$ cat config.mk
export PLATFORM = sky130hd
export DESIGN_NAME = pixel_write_sink
export DESIGN_NICKNAME = d
export VERILOG_FILES = /design/src/rtl/pixel_pkg.sv /design/src/rtl/pixel_fifo.sv /design/src/rtl/pixel_write_sink.sv
export SDC_FILE = /design/constraint.sdc
export NUM_CORES = 1
export LEC_CHECK = 0
export CAP_MARGIN = 40
export CORE_MARGIN = 2
export CORE_UTILIZATION = 25
export DETAILED_ROUTE_END_ITERATION = 10
export PLACE_DENSITY = 0.42
export SLEW_MARGIN = 40
export SYNTH_ARGS = -nofsm -noshare
export SYNTH_HDL_FRONTEND = slang
export SYNTH_SLANG_ARGS = --single-unit
export TNS_END_PERCENT = 5
$ cat constraint.sdc
create_clock -name clk -period 8.95 [get_ports clk]
set_input_delay 1.79 -clock clk [delete_from_list [all_inputs] [get_ports clk]]
set_output_delay 1.79 -clock clk [all_outputs]
set_load 0.02 [all_outputs]
$ cat src/rtl/pixel_pkg.sv
// Shared widths, screen geometry, FSM state and FIFO entry layout for the pixel write sink.
package pixel_pkg;

  localparam int unsigned X_W       = 8;
  localparam int unsigned Y_W       = 7;
  localparam int unsigned C_W       = 3;
  localparam int unsigned SCREEN_W  = 160;
  localparam int unsigned SCREEN_H  = 120;
  localparam int unsigned ADDR_W    = 15;
  localparam int unsigned LAST_ADDR = SCREEN_W * SCREEN_H - 1;

  typedef enum logic [1:0] {
    IDLE  = 2'd0,
    DRAIN = 2'd1,
    CLEAR = 2'd2
  } state_e;

  typedef struct packed {
    logic [X_W-1:0] x;
    logic [Y_W-1:0] y;
    logic [C_W-1:0] colour;
  } pixel_t;

  // y*160 + x as shifts; the 15-bit result holds the largest address (19199)
  function automatic logic [ADDR_W-1:0] pixel_addr(input logic [X_W-1:0] x,
                                                   input logic [Y_W-1:0] y);
    return (ADDR_W'(y) << 7) + (ADDR_W'(y) << 5) + ADDR_W'(x);
  endfunction

endpackage

$ cat src/rtl/pixel_fifo.sv
// Small synchronous FIFO of pixel entries with a synchronous flush.
module pixel_fifo
  import pixel_pkg::*;
#(
  parameter int unsigned DEPTH = 4
) (
  input  logic   clk,
  input  logic   rst_n,
  input  logic   flush_i,
  input  logic   push_i,
  input  logic   pop_i,
  input  pixel_t din_i,
  output pixel_t dout_o,
  output logic   full_o,
  output logic   empty_o
);

  localparam int unsigned PTR_W = $clog2(DEPTH);

  pixel_t           mem_q [DEPTH];
  logic [PTR_W:0]   wr_q;
  logic [PTR_W:0]   rd_q;
  logic             do_push;
  logic             do_pop;

  assign do_push = push_i && !full_o;
  assign do_pop  = pop_i && !empty_o;

  // Pointers carry one extra wrap bit to tell full from empty
  always_ff @(posedge clk or negedge rst_n) begin
    if (!rst_n) begin
      wr_q <= '0;
      rd_q <= '0;
    end else if (flush_i) begin
      wr_q <= '0;
      rd_q <= '0;
    end else begin
      if (do_push) wr_q <= wr_q + (PTR_W+1)'(1);
      if (do_pop)  rd_q <= rd_q + (PTR_W+1)'(1);
    end
  end

  always_ff @(posedge clk) begin
    if (do_push) mem_q[wr_q[PTR_W-1:0]] <= din_i;
  end

  assign dout_o  = mem_q[rd_q[PTR_W-1:0]];
  assign empty_o = (wr_q == rd_q);
  assign full_o  = (wr_q[PTR_W] != rd_q[PTR_W]) &&
                   (wr_q[PTR_W-1:0] == rd_q[PTR_W-1:0]);

endmodule

$ cat src/rtl/pixel_write_sink.sv
// Buffers plot requests, clips them to the screen and drives the framebuffer write port;
// also sweeps the whole screen to BG_COLOUR on clear_req. Define CLIP_COUNT_EN for clip_count.
module pixel_write_sink
  import pixel_pkg::*;
#(
  parameter int unsigned   DEPTH     = 4,
  parameter logic [C_W-1:0] BG_COLOUR = 3'b000
) (
  input  logic              clk,
  input  logic              resetn,
  input  logic              plot,
  input  logic [X_W-1:0]    x,
  input  logic [Y_W-1:0]    y,
  input  logic [C_W-1:0]    colour,
  output logic              ready,
  input  logic              clear_req,
  input  logic              mem_ready,
  output logic              mem_we,
  output logic [ADDR_W-1:0] mem_addr,
  output logic [C_W-1:0]    mem_data,
  output logic              busy
`ifdef CLIP_COUNT_EN
  ,
  output logic [7:0]        clip_count
`endif
);

  state_e              state_q, state_d;
  logic                mem_we_q, mem_we_d;
  logic [ADDR_W-1:0]   mem_addr_q, mem_addr_d;
  logic [C_W-1:0]      mem_data_q, mem_data_d;
  logic                busy_q, busy_d;

  logic   in_range;
  logic   accept;
  logic   fifo_push;
  logic   fifo_pop;
  logic   fifo_flush;
  logic   fifo_full;
  logic   fifo_empty;
  pixel_t fifo_din;
  pixel_t fifo_dout;

  assign ready     = resetn && (state_q != CLEAR) && !fifo_full && !clear_req;
  assign in_range  = (x < X_W'(SCREEN_W)) && (y < Y_W'(SCREEN_H));
  assign accept    = plot && ready;
  assign fifo_push = accept && in_range;
  assign fifo_din  = '{x: x, y: y, colour: colour};

  pixel_fifo #(.DEPTH(DEPTH)) u_fifo (
    .clk     (clk),
    .rst_n   (resetn),
    .flush_i (fifo_flush),
    .push_i  (fifo_push),
    .pop_i   (fifo_pop),
    .din_i   (fifo_din),
    .dout_o  (fifo_dout),
    .full_o  (fifo_full),
    .empty_o (fifo_empty)
  );

  always_ff @(posedge clk or negedge resetn) begin
    if (!resetn) begin
      state_q    <= IDLE;
      mem_we_q   <= 1'b0;
      mem_addr_q <= '0;
      mem_data_q <= '0;
      busy_q     <= 1'b0;
    end else begin
      state_q    <= state_d;
      mem_we_q   <= mem_we_d;
      mem_addr_q <= mem_addr_d;
      mem_data_q <= mem_data_d;
      busy_q     <= busy_d;
    end
  end

  always_comb begin
    state_d    = state_q;
    mem_we_d   = mem_we_q;
    mem_addr_d = mem_addr_q;
    mem_data_d = mem_data_q;
    busy_d     = busy_q;
    fifo_pop   = 1'b0;
    fifo_flush = 1'b0;
    case (state_q)
      IDLE, DRAIN: begin
        if (clear_req) begin
          // Queued and stalled pixels are discarded; the sweep owns the port
          fifo_flush = 1'b1;
          state_d    = CLEAR;
          mem_we_d   = 1'b1;
          mem_addr_d = '0;
          mem_data_d = BG_COLOUR;
          busy_d     = 1'b1;
        end else begin
          if (!fifo_empty && (!mem_we_q || mem_ready)) begin
            fifo_pop   = 1'b1;
            mem_we_d   = 1'b1;
            mem_addr_d = pixel_addr(fifo_dout.x, fifo_dout.y);
            mem_data_d = fifo_dout.colour;
          end else if (mem_we_q && mem_ready) begin
            mem_we_d = 1'b0;
          end
          if (fifo_push) begin
            state_d = DRAIN;
          end else if ((state_q == DRAIN) && fifo_empty && !mem_we_q) begin
            state_d = IDLE;
          end
        end
      end
      CLEAR: begin
        mem_we_d = 1'b1;
        if (mem_ready) begin
          if (mem_addr_q == ADDR_W'(LAST_ADDR)) begin
            state_d  = IDLE;
            mem_we_d = 1'b0;
            busy_d   = 1'b0;
          end else begin
            mem_addr_d = mem_addr_q + ADDR_W'(1);
          end
        end
      end
      default: state_d = IDLE;
    endcase
  end

  assign mem_we   = mem_we_q;
  assign mem_addr = mem_addr_q;
  assign mem_data = mem_data_q;
  assign busy     = busy_q;

`ifdef CLIP_COUNT_EN
  logic [7:0] clip_q;

  // Rejected out-of-range requests, saturating at 255
  always_ff @(posedge clk or negedge resetn) begin
    if (!resetn) begin
      clip_q <= '0;
    end else if (accept && !in_range && (clip_q != 8'hFF)) begin
      clip_q <= clip_q + 8'd1;
    end
  end

  assign clip_count = clip_q;
`endif

endmodule
==> impl.org, run 1 <==
** Status
- The run finished with clean final reports.

** Synth
- The mapped netlist covers between 0.004 and 0.005 mm².
- Counting distinct cell types in the post-synthesis netlist gives roughly 60.
- In this run the mean area of a mapped cell was 14.0 µm².
- After synthesis, the share of flip-flops with an asynchronous set or reset is 28.0%.
- Yosys printed 0 warnings.
- Dominant register cell in the synthesized netlist :: sky130_fd_sc_hd__edfxtp_1
- After synthesis the netlist holds a flip-flop and latch count of 100.
- Number of enable-type register cells in the synthesized netlist :: roughly 70
- The share of the Yosys chip area taken by registers is 59.4%.
- The number of nets in the synthesized netlist is 389.
- Post-Syn Instances :: approximately 350

** Setup path
- Category of the most critical setup path :: input port to output port
- Buffers and inverters on the worst path :: 2
- Critical Path RT :: about 7 ns
- Slowest stage cell on the critical path :: sky130_fd_sc_hd__nor2_1
- The worst setup path is captured at an output port.
- Grouping stages by cell kind, the critical path spends the most delay in buffers and inverters.
- Arrival time reported for the critical path endpoint :: 3.89 ns
- Max FO, Critical Path :: 11
- The worst setup path is launched from an input port.
- Delay contributed by the slowest stage of the critical path :: just under 0.7 ns
- Ordered list of cells on the worst path :: clkdlybuf4s50_1, nor2_1, nand2_1, nor2_1, clkdlybuf4s50_1

** Clock tree
- Post-CTS Setup Repair Bufs :: 0
- Number of instances resized during post-cts repair :: 0
- Clock tree synthesis inserted a total of 9 buffers.
- The cell sitting at the root of the clock tree is a sky130_fd_sc_hd__clkbuf_16.
- Clock slew at the register clock pins of the worst setup and hold paths :: around 0.070 ns
- Hold buffer count at cts :: 0
- Clock latency on the worst-skew pair :: about 0.35 ns
- CTS Sinks :: 100
- Number of buffers between clock root and the deepest sink :: 2
- Clock tree from TritonCTS :: done
- The H-tree was split into 3 levels.

** Pwr
- The analysis attributes to cell leakage a power of 0.00198 µW.
- In this run the power density over the cells is about 280 mW/mm².
- Power Total :: 1600 µW
- Across the VDD grid, the largest voltage drop is 0.0889 mV.

** Timing
- At the pin with the least slew margin, the transition time is ~0.81 ns.
- Relative max-transition margin :: 45.5%
- The number of max-slew violations in the final report came to 0.
- For this run, the top clock speed supported by timing is 176 MHz.
- The worst path in the final design needs a cycle of roughly 5.7 ns, including I/O delays and setup.
- Across the routed clock network, the largest skew measured is approximately 0.0094 ns.
- Setup repair after global routing left no endpoint under its margin.
- The worst path uses 63.5% of the clock period.
- Setup tns final :: 0 ns
- Count of endpoints failing setup in the final report :: 0
- The final number of hold-violating endpoints came to 0.
- Final hold slack :: a little under 0.5 ns

** Route
- Dividing the detail-routed wire length by the instance count gives about 17 µm.
- Vias per cell :: between 4 and 5
- DRT antenna net count :: 0
- Initial DRT Pass Iterations :: 4
- Routed wire length :: between 10000 and 15000 µm
- Iteration-0 DRC count of the detailed router :: about 160
- In the routed design, unresolved DRC markers number 0.
- Count of vias placed by the detailed router :: 3010

** Floorplanning
- Effective utilization at floorplan :: approximately a quarter
- 44 I/O pins were placed.
- The die covers 0.0204 mm².
- The floorplan has 50 rows.
- Die W :: roughly 140 µm
- The core region is 0.0188 mm².
- Height of the die :: 143 µm

** GRT
- The first global-routing pass estimated around 18000 µm of wire.
- For this run the aggregate overflow at the end of global routing stands at 0.
- Global routing used a little under an eighth of the available tracks across all layers.
- Met3 usage :: around 2.2%
- For this run, global-route usage on met2 was measured as between 10% and 20%.
- Number of antenna violations at the first check in global routing :: 0
- Largest net degree at the start of global routing :: 31
- Gr busiest metal :: met2
- Number of global-route vias before repair :: between 3k and 4k
- In the global route stage, met1 resource usage came out at roughly 16%.

** Final layout
- In the final layout, the share of cells above drive strength 1 is about an eighth.
- In the final layout, flip-flops and latches occupy 0.00286 mm².
- Relative to the synthesized area, the layout overhead comes to 20.1%.
- Area used by multi-input combinational logic :: between 0.0015 and 0.002 mm²
- The final layout contains between 400 and 500 nets.
- The number of antenna diodes in the final layout is 0.
- Layout Utilization :: between 30% and 40%
- Total of fill cells in the finished design :: 1895

** Flow run
- Across the run, the number of max-cap violations was 0.

** Placed design
- Gp weighted congestion :: between 0.7 and 0.8
- Port-buffer cells :: between 40 and 50
- The HPWL after detailed placement is ~7800 µm.

** Min path
- Class of the tightest hold or removal check :: flip-flop to flip-flop
==> path summary, 6_finish.rpt <==
check / startpoint / endpoint / slack, ns / cells past startpoint
worst min register to register: busy$_DFFE_PN0P_ / busy$_DFFE_PN0P_ / 0.49 / 2
worst max-delay path: clear_req / ready / 3.27 / 5
min in group asynchronous: resetn / u_fifo.wr_q[1]$_DFFE_PN0P_ / 1.85 / 2
worst min-delay path: busy$_DFFE_PN0P_ / busy$_DFFE_PN0P_ / 0.49 / 2
max in group asynchronous: resetn / mem_addr[1]$_DFFE_PN0P_ / 6.80 / 2
worst max register to register: u_fifo.rd_q[0]$_DFFE_PN0P_ / mem_addr[14]$_DFFE_PN0P_ / 5.55 / 10
==> power by group <==
part | internal (µW) | total, µW | switching [µW] | leakage [µW]
Clock | 191 | 368 | 177 | 0.000132
Sequential | 537 | 601 | 64.1 | 0.000997
Combinational | 285 | 634 | 349 | 0.000855
==> worst min-delay path, stage by stage (launching register included) <==
cell and delay (ns):
sky130_fd_sc_hd__dfrtp_1 0.35, sky130_fd_sc_hd__nand2_1 0.05, sky130_fd_sc_hd__nand2_1 0.05
==> cell usage after synthesis (all sizes together), types with 3 or more instances <==
master   number  share of area [%]
a21oi        19                2.0
a22o          4               0.73
a32o          4               0.83
and2          4               0.52
buf           8                1.1
clkbuf        4               0.73
dfrtp        28                 15
edfxtp       72                 45
ha           19                4.9
inv          20                1.6
mux2i         3               0.62
mux4         18                8.4
nand2        24                1.9
nand2b        4               0.52
nand3        10                1.0
nand4         3               0.70
nor2         21                1.6
nor3          6               0.62
nor4          3               0.70
o2111ai       3               0.55
o21ai        21                2.2
xnor2         3               0.55
xor2          5               0.91
==> logic make-up after synthesis <==
group | synth area share, %
compound gates | 10.3
xor+xnor | 1.45
fa+ha+maj | 5.77
buf+inv | 3.59
flops | 59.4
mux | 9.04
simple gates | 10.4
==> stage by stage <==
stage / area, µm² / setup slack, ns / std cells
2_1_floorplan: 4820 / 4.62 / 345
3_3_place_gp: 5500 / 3.21 / 639
4_1_cts: 5780 / 3.22 / 655
6_report: 5790 / 3.27 / 655
5_1_grt: 5790 / 3.17 / 655
3_5_place_dp: 5510 / 3.22 / 639
==> final cells by class <==
type	instances	share of cell area (%)
clock buffer	10	3.96
multi-input combinational	212	30.9
timing repair buffer	47	7.96
tap	260	5.62
inverter	20	1.30
sequential	100	49.5
clock inverter	6	0.800
==> registers in the layout (all words and copies together), names as in the netlist <==
signal,cells
mem_data,3
mem_we,1
mem_addr,15
u_fifo.rd_q,3
busy,1
state_q,2
u_fifo.mem_q,72
u_fifo.wr_q,3
==> routing by layer <==
metal / routed length [µm] / part of all wire, %
met4: 186 / 1.7
met2: 5230 / 47
met5: 0 / 0
met1: 5420 / 48
met3: 373 / 3.3
==> cell usage in the layout (no fill, tap or decap), types with 3 or more instances in the layout <==
cell type / n
sky130_fd_sc_hd__a21oi_1: 19
sky130_fd_sc_hd__a22o_1: 4
sky130_fd_sc_hd__a32o_1: 4
sky130_fd_sc_hd__and2_2: 3
sky130_fd_sc_hd__buf_4: 4
sky130_fd_sc_hd__clkbuf_16: 9
sky130_fd_sc_hd__clkdlybuf4s50_1: 43
sky130_fd_sc_hd__dfrtp_1: 28
sky130_fd_sc_hd__edfxtp_1: 72
sky130_fd_sc_hd__ha_1: 19
sky130_fd_sc_hd__inv_1: 20
sky130_fd_sc_hd__inv_6: 3
sky130_fd_sc_hd__mux2i_1: 3
sky130_fd_sc_hd__mux4_2: 18
sky130_fd_sc_hd__nand2_1: 24
sky130_fd_sc_hd__nand2b_1: 4
sky130_fd_sc_hd__nand3_1: 10
sky130_fd_sc_hd__nor2_1: 21
sky130_fd_sc_hd__nor3_1: 6
sky130_fd_sc_hd__o2111ai_1: 3
sky130_fd_sc_hd__o21ai_0: 21
sky130_fd_sc_hd__xnor2_1: 3
sky130_fd_sc_hd__xor2_1: 5
Note: power is estimated with default switching activity, not from simulation.
==> run 2, diff against run 1 <==
PLACE_DENSITY = 0.44   (was 0.42)
clock period = 4.8 ns   (was 8.95 ns; I/O delays follow)
==> run 2 against run 1 <==
Critical path depth is the same. Utilization grew 0.34 points. Register-to-register slack lost 4.1 ns. Die area is the same. Largest cell class unchanged. Largest power group is now registers. Highest routed layer unchanged.
==> impl.org, run 2 (synthesized netlist as in run 1, its figures left out) <==
** Timing
- The number of max-slew violations in the final report was 0 (unchanged).
- Derived from the worst setup path, the maximum achievable clock frequency is just under 300 MHz.
- Setup tns final :: 0 ns (unchanged)
- Minimum clock period :: ~3.4 ns
- The headroom to the max-slew limit was 46.4% (+0.90 points).
- The number of endpoints failing setup at the final stage is 0 (unchanged).
- The final worst-path setup slack is 1.40 ns (-1.86 ns).
- In the finished design, the share of the clock period the worst path needs comes to between 70 and 80%.
- Setup repair after global routing left no endpoint under its margin.
- The post-route worst hold slack came to 0.489 ns (-0.00169 ns).
- The final number of hold-violating endpoints was 0 (unchanged).
- Slew @ Worst Pin :: 0.798 ns (-0.0167 ns)
- The worst clock skew came to 0.00480 ns (-0.00464 ns).

** GRT
- Number of antenna violations at the first check in global routing :: 0 (unchanged)
- The number of global-route vias before repair came to 3057 (-0.23%).
- Largest net degree at the start of global routing :: 30 (-3.2%)
- The global-route congestion overflow total came to 0 (unchanged).
- Global-route wire length before repair :: 17400 µm (-1.4%)
- GRT Total Usage :: 11.6% (+0.032 points)

** Floorplanning
- Die area :: 0.0204 mm² (unchanged)
- The effective utilization at floorplan came to 25.6% (unchanged).
- The die span in x is 143 µm (unchanged).
- Height of the die :: 143 µm (unchanged)
- Number of cell rows :: 50 (unchanged)
- The placeable core area came to 0.0188 mm² (unchanged).
- The number of ports placed on the die boundary is 44 (unchanged).

** Clock tree
- The latest clock arrival within the worst-skew pair was 0.34 ns (about the same).
- The number of clock sinks is 100 (unchanged).
- Number of instances resized during post-cts repair :: 0 (unchanged)
- The maximum clock path buffer count is 2 (unchanged).
- Deepest level of the CTS H-tree :: 3 (unchanged)
- Hold buffer count at cts :: 0 (unchanged)
- Clk Tree Root Cell :: sky130_fd_sc_hd__clkbuf_16
- The clock slew at the register clock pins of the worst setup and hold paths is 0.07 ns (about the same).
- TritonCTS built the clock tree.
- The number of buffers created by CTS was 9 (unchanged).
- The number of setup buffers added after CTS was 0 (unchanged).

** Final layout
- Highest-count cells in the layout ignoring fill and taps :: sky130_fd_sc_hd__edfxtp_1, sky130_fd_sc_hd__clkdlybuf4s50_1, sky130_fd_sc_hd__dfrtp_1
- Total of fill cells in the finished design :: 1894 (-0.053%)
- Leaving out fill and tap cells, the most frequent cell in the layout is sky130_fd_sc_hd__edfxtp_1.
- The total number of nets in the final design came to 439 (+1.2%).
- The flip-flop count of the largest register after layout is 72 (unchanged).
- Post-route cell area :: 0.00585 mm² (+1.1%)
- The count of inserted antenna diode cells was 0 (unchanged).
- Ratio of cells with drive above 1 in the final layout :: 13.0% (+0.34 points)
- From synthesis to final layout, the design area changed by 21.5%.

** Placed design
- The number of port buffers came to 43 (unchanged).
- The post-DP HPWL is 7990 µm (+2.9%).
- The total placed instance area is 0.00554 mm² (+0.61%).
- Place WS :: 1.36 ns (-1.86 ns)
- Gp weighted congestion :: 0.796 (+2.4%)

** Setup path
- The arrival time of the worst setup path came to 2.44 ns (-1.45 ns).
- Critical Path RT :: 3.84 ns (-3.32 ns)
- Endpoint class of the critical path :: output port
- Category of the most critical setup path :: input port to output port
- Worst reg2reg path depth :: 9 (-1)
- In this run the critical register-to-register path is captured at mem_addr[14]$_DFFE_PN0P_.
- The highest net fanout along the worst path came to 7 (-4).
- Reg-to-reg slack, setup :: 1.44 ns (-4.11 ns)
- The startpoint identified for the worst register-to-register timing path is u_fifo.rd_q[0]$_DFFE_PN0P_.
- STA classifies the critical path startpoint as an input port.

** Min path
- The startpoint identified for the worst hold timing path is busy$_DFFE_PN0P_.
- Instance count along the most critical hold path :: 2 (unchanged)
- The tightest min-delay check is of the flip-flop to flip-flop type.
- The worst hold path terminates at busy$_DFFE_PN0P_.

** Status
- Run status :: completed

** Route
- The aggregate routed wire length is 11300 µm (+0.50%).
- The detailed-router iteration count before antenna repair was 4 (unchanged).
- The total number of vias was 2988 (-0.73%).
- The DRC violations left was 0 (unchanged).
- Vias per cell :: 4.53 (-1.5%)
- Iteration-0 DRC count of the detailed router :: 199 (+28%)
- DRT antenna net count :: 0 (unchanged)
- The wire length per cell is 17.1 µm (-0.26%).

** Flow run
- Max-capacitance violation count :: 0 (unchanged)

** Pwr
- The sum of internal, switching and leakage power is 3050 µW (+90%).
- Static leakage :: 0.00203 µW (+2.1%)
- Max IR drop VDD :: 0.181 mV (+100%)
- The total power divided by cell area is 522 mW/mm² (+88%).
## run 2: cell types whose count changed in the layout (fill, tap and decap cells not counted), sizes merged
cell | previous run | this run
clkbuf | 10 | 11
clkinvlp | 1 | 0
buf | 4 | 9
inv | 23 | 24
bufinv | 0 | 1
clkinv | 2 | 0
## run 2: final cells by class
cell class	count	area (µm²)	share of cell area [%]
timing repair buffer	52	498	8.51
clock inverter	5	65.1	1.11
tap	260	325	5.56
sequential	100	2860	48.9
inverter	20	75.1	1.28
multi-input combinational	212	1780	30.4
clock buffer	11	243	4.15
## run 2: worst max path at each step
| stage | startpoint | to | slack (ns) | cells past startpoint |
|---|---|---|---|---|
| 2_1_floorplan | u_fifo.rd_q[0]$_DFFE_PN0P_ | mem_addr[12]$_DFFE_PN0P_ | 1.52 | 11 |
| 3_3_place_gp | clear_req | ready | 1.37 | 5 |
| 3_5_place_dp | clear_req | ready | 1.36 | 5 |
| 4_1_cts | u_fifo.rd_q[0]$_DFFE_PN0P_ | ready | 1.34 | 4 |
| 5_1_grt | u_fifo.rd_q[0]$_DFFE_PN0P_ | mem_addr[12]$_DFFE_PN0P_ | 1.20 | 9 |
| 6_report | clear_req | ready | 1.40 | 5 |
## run 2: critical path: stages
cell and delay, ns:
sky130_fd_sc_hd__clkdlybuf4s50_1 0.52, sky130_fd_sc_hd__nor2_1 0.18, sky130_fd_sc_hd__nand2_1 0.07, sky130_fd_sc_hd__nor2_1 0.09
sky130_fd_sc_hd__clkdlybuf4s50_1 0.61
## run 2: where the power goes
group          switching (µW)  leakage [µW]  internal [µW]  total, µW
sequential                153      0.000997           1000       1150
combinational             616      0.000877            532       1150
clock                     323      0.000152            426        750
total                    1090       0.00203           1960       3050
## run 2: per-stage QoR
stage / cells / utilization [%]
floorplan: 345 / -
detailed placement: 644 / 29.4
CTS: 660 / 31.1
global placement: 644 / 29.4
finish: 660 / 31.1
global route: 660 / 31.1
## run 2: routing by layer
layer  track usage (%)  wire, µm  vias to the layer above
li1                  -         -                     1419
met1              15.3      5210                     1481
met3              2.21       393                       14
met5                 0         0                        -
met4              4.79       252                        0
met2              18.9      5420                       74
==> run 3, diff against run 2 <==
clock period = 3.1 ns   (was 4.8 ns; I/O delays follow)
==> run 3 against run 2 <==
Clock power grew 48%. Critical path type is now flip-flop to flip-flop. Global-route usage grew 0.066 points. Via count grew 1.9%. Clock-buffer cell count grew 1. Sequential share of layout area shrank 1.4 points. Utilization grew 0.90 points.
==> impl.org, run 3 (synthesized netlist as in run 1, its figures left out) <==
** Route
- Average wire length per cell after detail routing :: 17.1 µm (+0.21%)
- Vias per cell :: 4.53 (about the same)
- Count of vias placed by the detailed router :: 3044 (+1.9%)
- Routed wire length :: 11500 µm (+2.0%)
- Number of DRC violations after detailed routing :: 0 (unchanged)
- The detailed-router iteration count before antenna repair is 4 (unchanged).
- The number of nets with antenna violations after routing was 0 (unchanged).
- Iteration-0 DRC count of the detailed router :: 158 (-21%)

** Setup path
- Capture point of the worst reg-to-reg path :: mem_addr[12]$_DFFE_PN0P_
- Delay contributed by the slowest stage of the critical path :: 0.51 ns (-0.10 ns)
- The register-to-register setup slack was 0.20 ns (-1.24 ns).
- Startpoint types :: flip-flop
- Launch point of the worst reg-to-reg path :: u_fifo.rd_q[0]$_DFFE_PN0P_
- The critical path goes through buf_12, mux4_2, inv_1, fa_1, fa_1, nand2b_1, a21oi_2, or3_1, nand3_1, a21oi_1.
- The highest net fanout along the worst path was 10 (+3).
- The number of cells traversed by the worst register-to-register path is 10 (+1).
- The required time reported for the critical path endpoint is 3.36 ns (-0.48 ns).
- The critical path starts at u_fifo.rd_q[0]$_DFFE_PN0P_.
- Endpoint class of the critical path :: flip-flop
- On the critical path the largest part of the delay comes from adder cells.
- Buffers and inverters on the worst path :: 2 (unchanged)
- The setup path with the least slack is of type flip-flop to flip-flop.
- Cell type with the highest occurrence count on the critical path :: sky130_fd_sc_hd__fa_1
- On the critical path, the stage with the largest delay is an instance of sky130_fd_sc_hd__mux4_2.
- Arrival time reported for the critical path endpoint :: 3.16 ns (+0.72 ns)

** Timing
- Count of endpoints failing setup in the final report :: 0 (unchanged)
- Worst Clk Skew :: 0.00804 ns (+0.00324 ns)
- Share of the clock period used by the worst path after layout :: just over 90%
- Setup tns final :: 0 ns (unchanged)
- The headroom to the max-slew limit is 59.8% (+13 points).
- The number of max-slew violations in the final report is 0 (unchanged).
- The slew at the pin with the worst max-slew slack is 0.600 ns (-0.198 ns).
- The final number of hold-violating endpoints came to 0 (unchanged).
- Final setup margin :: 0.204 ns (-1.20 ns)
- Minimum clock period :: just under 3 ns
- Upper clock frequency limit :: 345 MHz

** Final layout
- Ratio of cells with drive above 1 in the final layout :: 17.2% (+4.2 points)
- Leaving out fill and tap cells, the most frequent cell in the layout is sky130_fd_sc_hd__edfxtp_1.
- The fraction of the core area covered by cells at the end of the flow came to 32.0% (+0.90 points).
- Flip-flop count of the largest register after layout :: 72 (unchanged)
- Highest-count cells in the layout ignoring fill and taps :: sky130_fd_sc_hd__edfxtp_1, sky130_fd_sc_hd__clkdlybuf4s50_1, sky130_fd_sc_hd__dfrtp_1
- The final design instance area without fill is 0.00602 mm² (+2.9%).
- From synthesis to final layout, the design area changed by 25.0%.
- Final layout net count :: 451 (+2.7%)
- Ant. Diodes :: 0 (unchanged)

** Placed design
- Post-detail-place hpwl :: 8330 µm (+4.3%)
- The total placed instance area is 0.00566 mm² (+2.2%).
- The post-place setup slack is 0.106 ns (-1.26 ns).
- The number of port buffers was 43 (unchanged).
- The weighted congestion reported at the end of routability-driven placement is 0.783 (-1.6%).

** Clock tree
- TritonCTS built the clock tree.
- The maximum level of the CTS H-tree is 3 (unchanged).
- The clock slew at the register clock pins of the worst setup and hold paths was 0.07 ns (about the same).
- The number of clock sinks is 100 (unchanged).
- The latest clock arrival within the worst-skew pair was 0.34 ns (about the same).
- The maximum clock path buffer count came to 2 (unchanged).
- Clk Tree Root Cell :: sky130_fd_sc_hd__clkbuf_16
- The number of buffers created by CTS came to 9 (unchanged).
- The number of hold buffers added after cts was 0 (unchanged).

** Pwr
- Sequential cell fraction of total power :: 36.5% (-1.3 points)
- The part of the power in the clock network is 23.0% (-1.6 points).
- The combinational share of power is 40.4% (+2.8 points).
- The peak supply drop came to 0.294 mV (+63%).
- Power per Cell Area :: 797 mW/mm² (+53%)
- Internal power contribution :: 3080 µW (+57%)
- Switching fraction of total power :: 35.7% (-0.10 points)
- The leakage power summed over all cells was 0.00210 µW (+3.9%).
- The switching power is 1710 µW (+57%).

** Floorplanning
- The die outline area came to 0.0204 mm² (unchanged).
- Height of the die :: 143 µm (unchanged)
- The die span in x is 143 µm (unchanged).
- The placement row count came to 50 (unchanged).
- Number of primary I/O pins :: 44 (unchanged)
- Core ar. :: 0.0188 mm² (unchanged)
- The effective utilization at floorplan was 25.6% (unchanged).

** Flow run
- The number of violations of the max-capacitance limit is 0 (unchanged).

** GRT
- The first-pass GRT wire length is 17900 µm (+3.0%).
- The total global routing track utilization is 11.7% (+0.066 points).
- The number of global-route vias before repair is 3174 (+3.8%).
- The number of antenna violations at the first check in global routing is 0 (unchanged).
- The pin count of the biggest net entering global routing came to 19 (-37%).
- The global-route congestion overflow total is 0 (unchanged).

** Min path
- The worst hold path begins at busy$_DFFE_PN0P_.
- Worst Hold Path EP :: busy$_DFFE_PN0P_
- Class of the tightest hold or removal check :: flip-flop to flip-flop
- The depth of the worst hold-timing path is 2 (unchanged).

** Status
- Run status :: completed
[run 3: changes by cell type in the layout (fill, tap and decap cells not counted), moves of 2 or more]
cell and change:
sky130_fd_sc_hd__clkbuf_8 +2, sky130_fd_sc_hd__a21oi_1 -3, sky130_fd_sc_hd__buf_4 +6, sky130_fd_sc_hd__inv_6 -3, sky130_fd_sc_hd__a21oi_2 +3, sky130_fd_sc_hd__clkinv_4 +2
sky130_fd_sc_hd__buf_12 +5
[run 3: final cells by class]
cell class	count	area [µm²]
multi-input combinational	212	1800
inverter	20	75.1
clock inverter	4	31.3
timing repair buffer	64	654
sequential	100	2860
tap	260	325
fill	1861	12800
clock buffer	12	267
[run 3: worst max path at each step]
stage / slack (ns) / depth (start not counted) / to
after floorplan: 0.04 / 11 / mem_addr[12]$_DFFE_PN0P_
after global placement: 0.16 / 6 / u_fifo.mem_q[3][4]$_DFFE_PP_
after detailed placement: 0.11 / 11 / mem_addr[13]$_DFFE_PN0P_
after CTS: 0.07 / 6 / ready
after global routing: -0.002 / 11 / mem_addr[13]$_DFFE_PN0P_
final: 0.20 / 10 / mem_addr[12]$_DFFE_PN0P_
[run 3: routing by layer]
| layer | wire, µm | GRT usage (%) | up-vias |
|---|---|---|---|
| met5 | 0 | 0 | - |
| met4 | 148 | 4.22 | 0 |
| met3 | 304 | 1.68 | 11 |
| met2 | 5660 | 19.5 | 50 |
| met1 | 5390 | 15.6 | 1536 |
| li1 | - | - | 1447 |
[run 3: metrics by stage]
stage / hold WS [ns] / instances / total power (µW)
3_3_place_gp: 0.471 / 652 / 3640
4_1_cts: 0.485 / 668 / 4780
3_5_place_dp: 0.467 / 652 / 3660
6_report: 0.477 / 672 / 4800
5_1_grt: 0.527 / 672 / 5130
2_1_floorplan: 0.324 / 345 / 2980
[run 3: power by group through the flow]
stage               Sequential, µW  Clock, µW  Combinational [µW]
floorplan                     1820          0                1160
global placement              1780          0                1860
detailed placement            1780          0                1870
CTS                           1760       1140                1880
global route                  1770       1200                2160
finish                        1750       1110                1940
[run 3: what timing repair did]
action / CTS / global route
setup buffers: 0 / 4
gates cloned: 0 / 0
endpoints found under the setup margin: 1 / 7
pin swaps: 0 / 4
gates resized for setup: 1 / 6
[run 3: worst register-to-register path, cell delays in order, from the launching register on]
cell and delay, ns:
sky130_fd_sc_hd__dfrtp_1 0.37, sky130_fd_sc_hd__buf_12 0.14, sky130_fd_sc_hd__mux4_2 0.51, sky130_fd_sc_hd__inv_1 0.09, sky130_fd_sc_hd__fa_1 0.47, sky130_fd_sc_hd__fa_1 0.47, sky130_fd_sc_hd__nand2b_1 0.20, sky130_fd_sc_hd__a21oi_2 0.19
sky130_fd_sc_hd__or3_1 0.13, sky130_fd_sc_hd__nand3_1 0.08, sky130_fd_sc_hd__a21oi_1 0.15
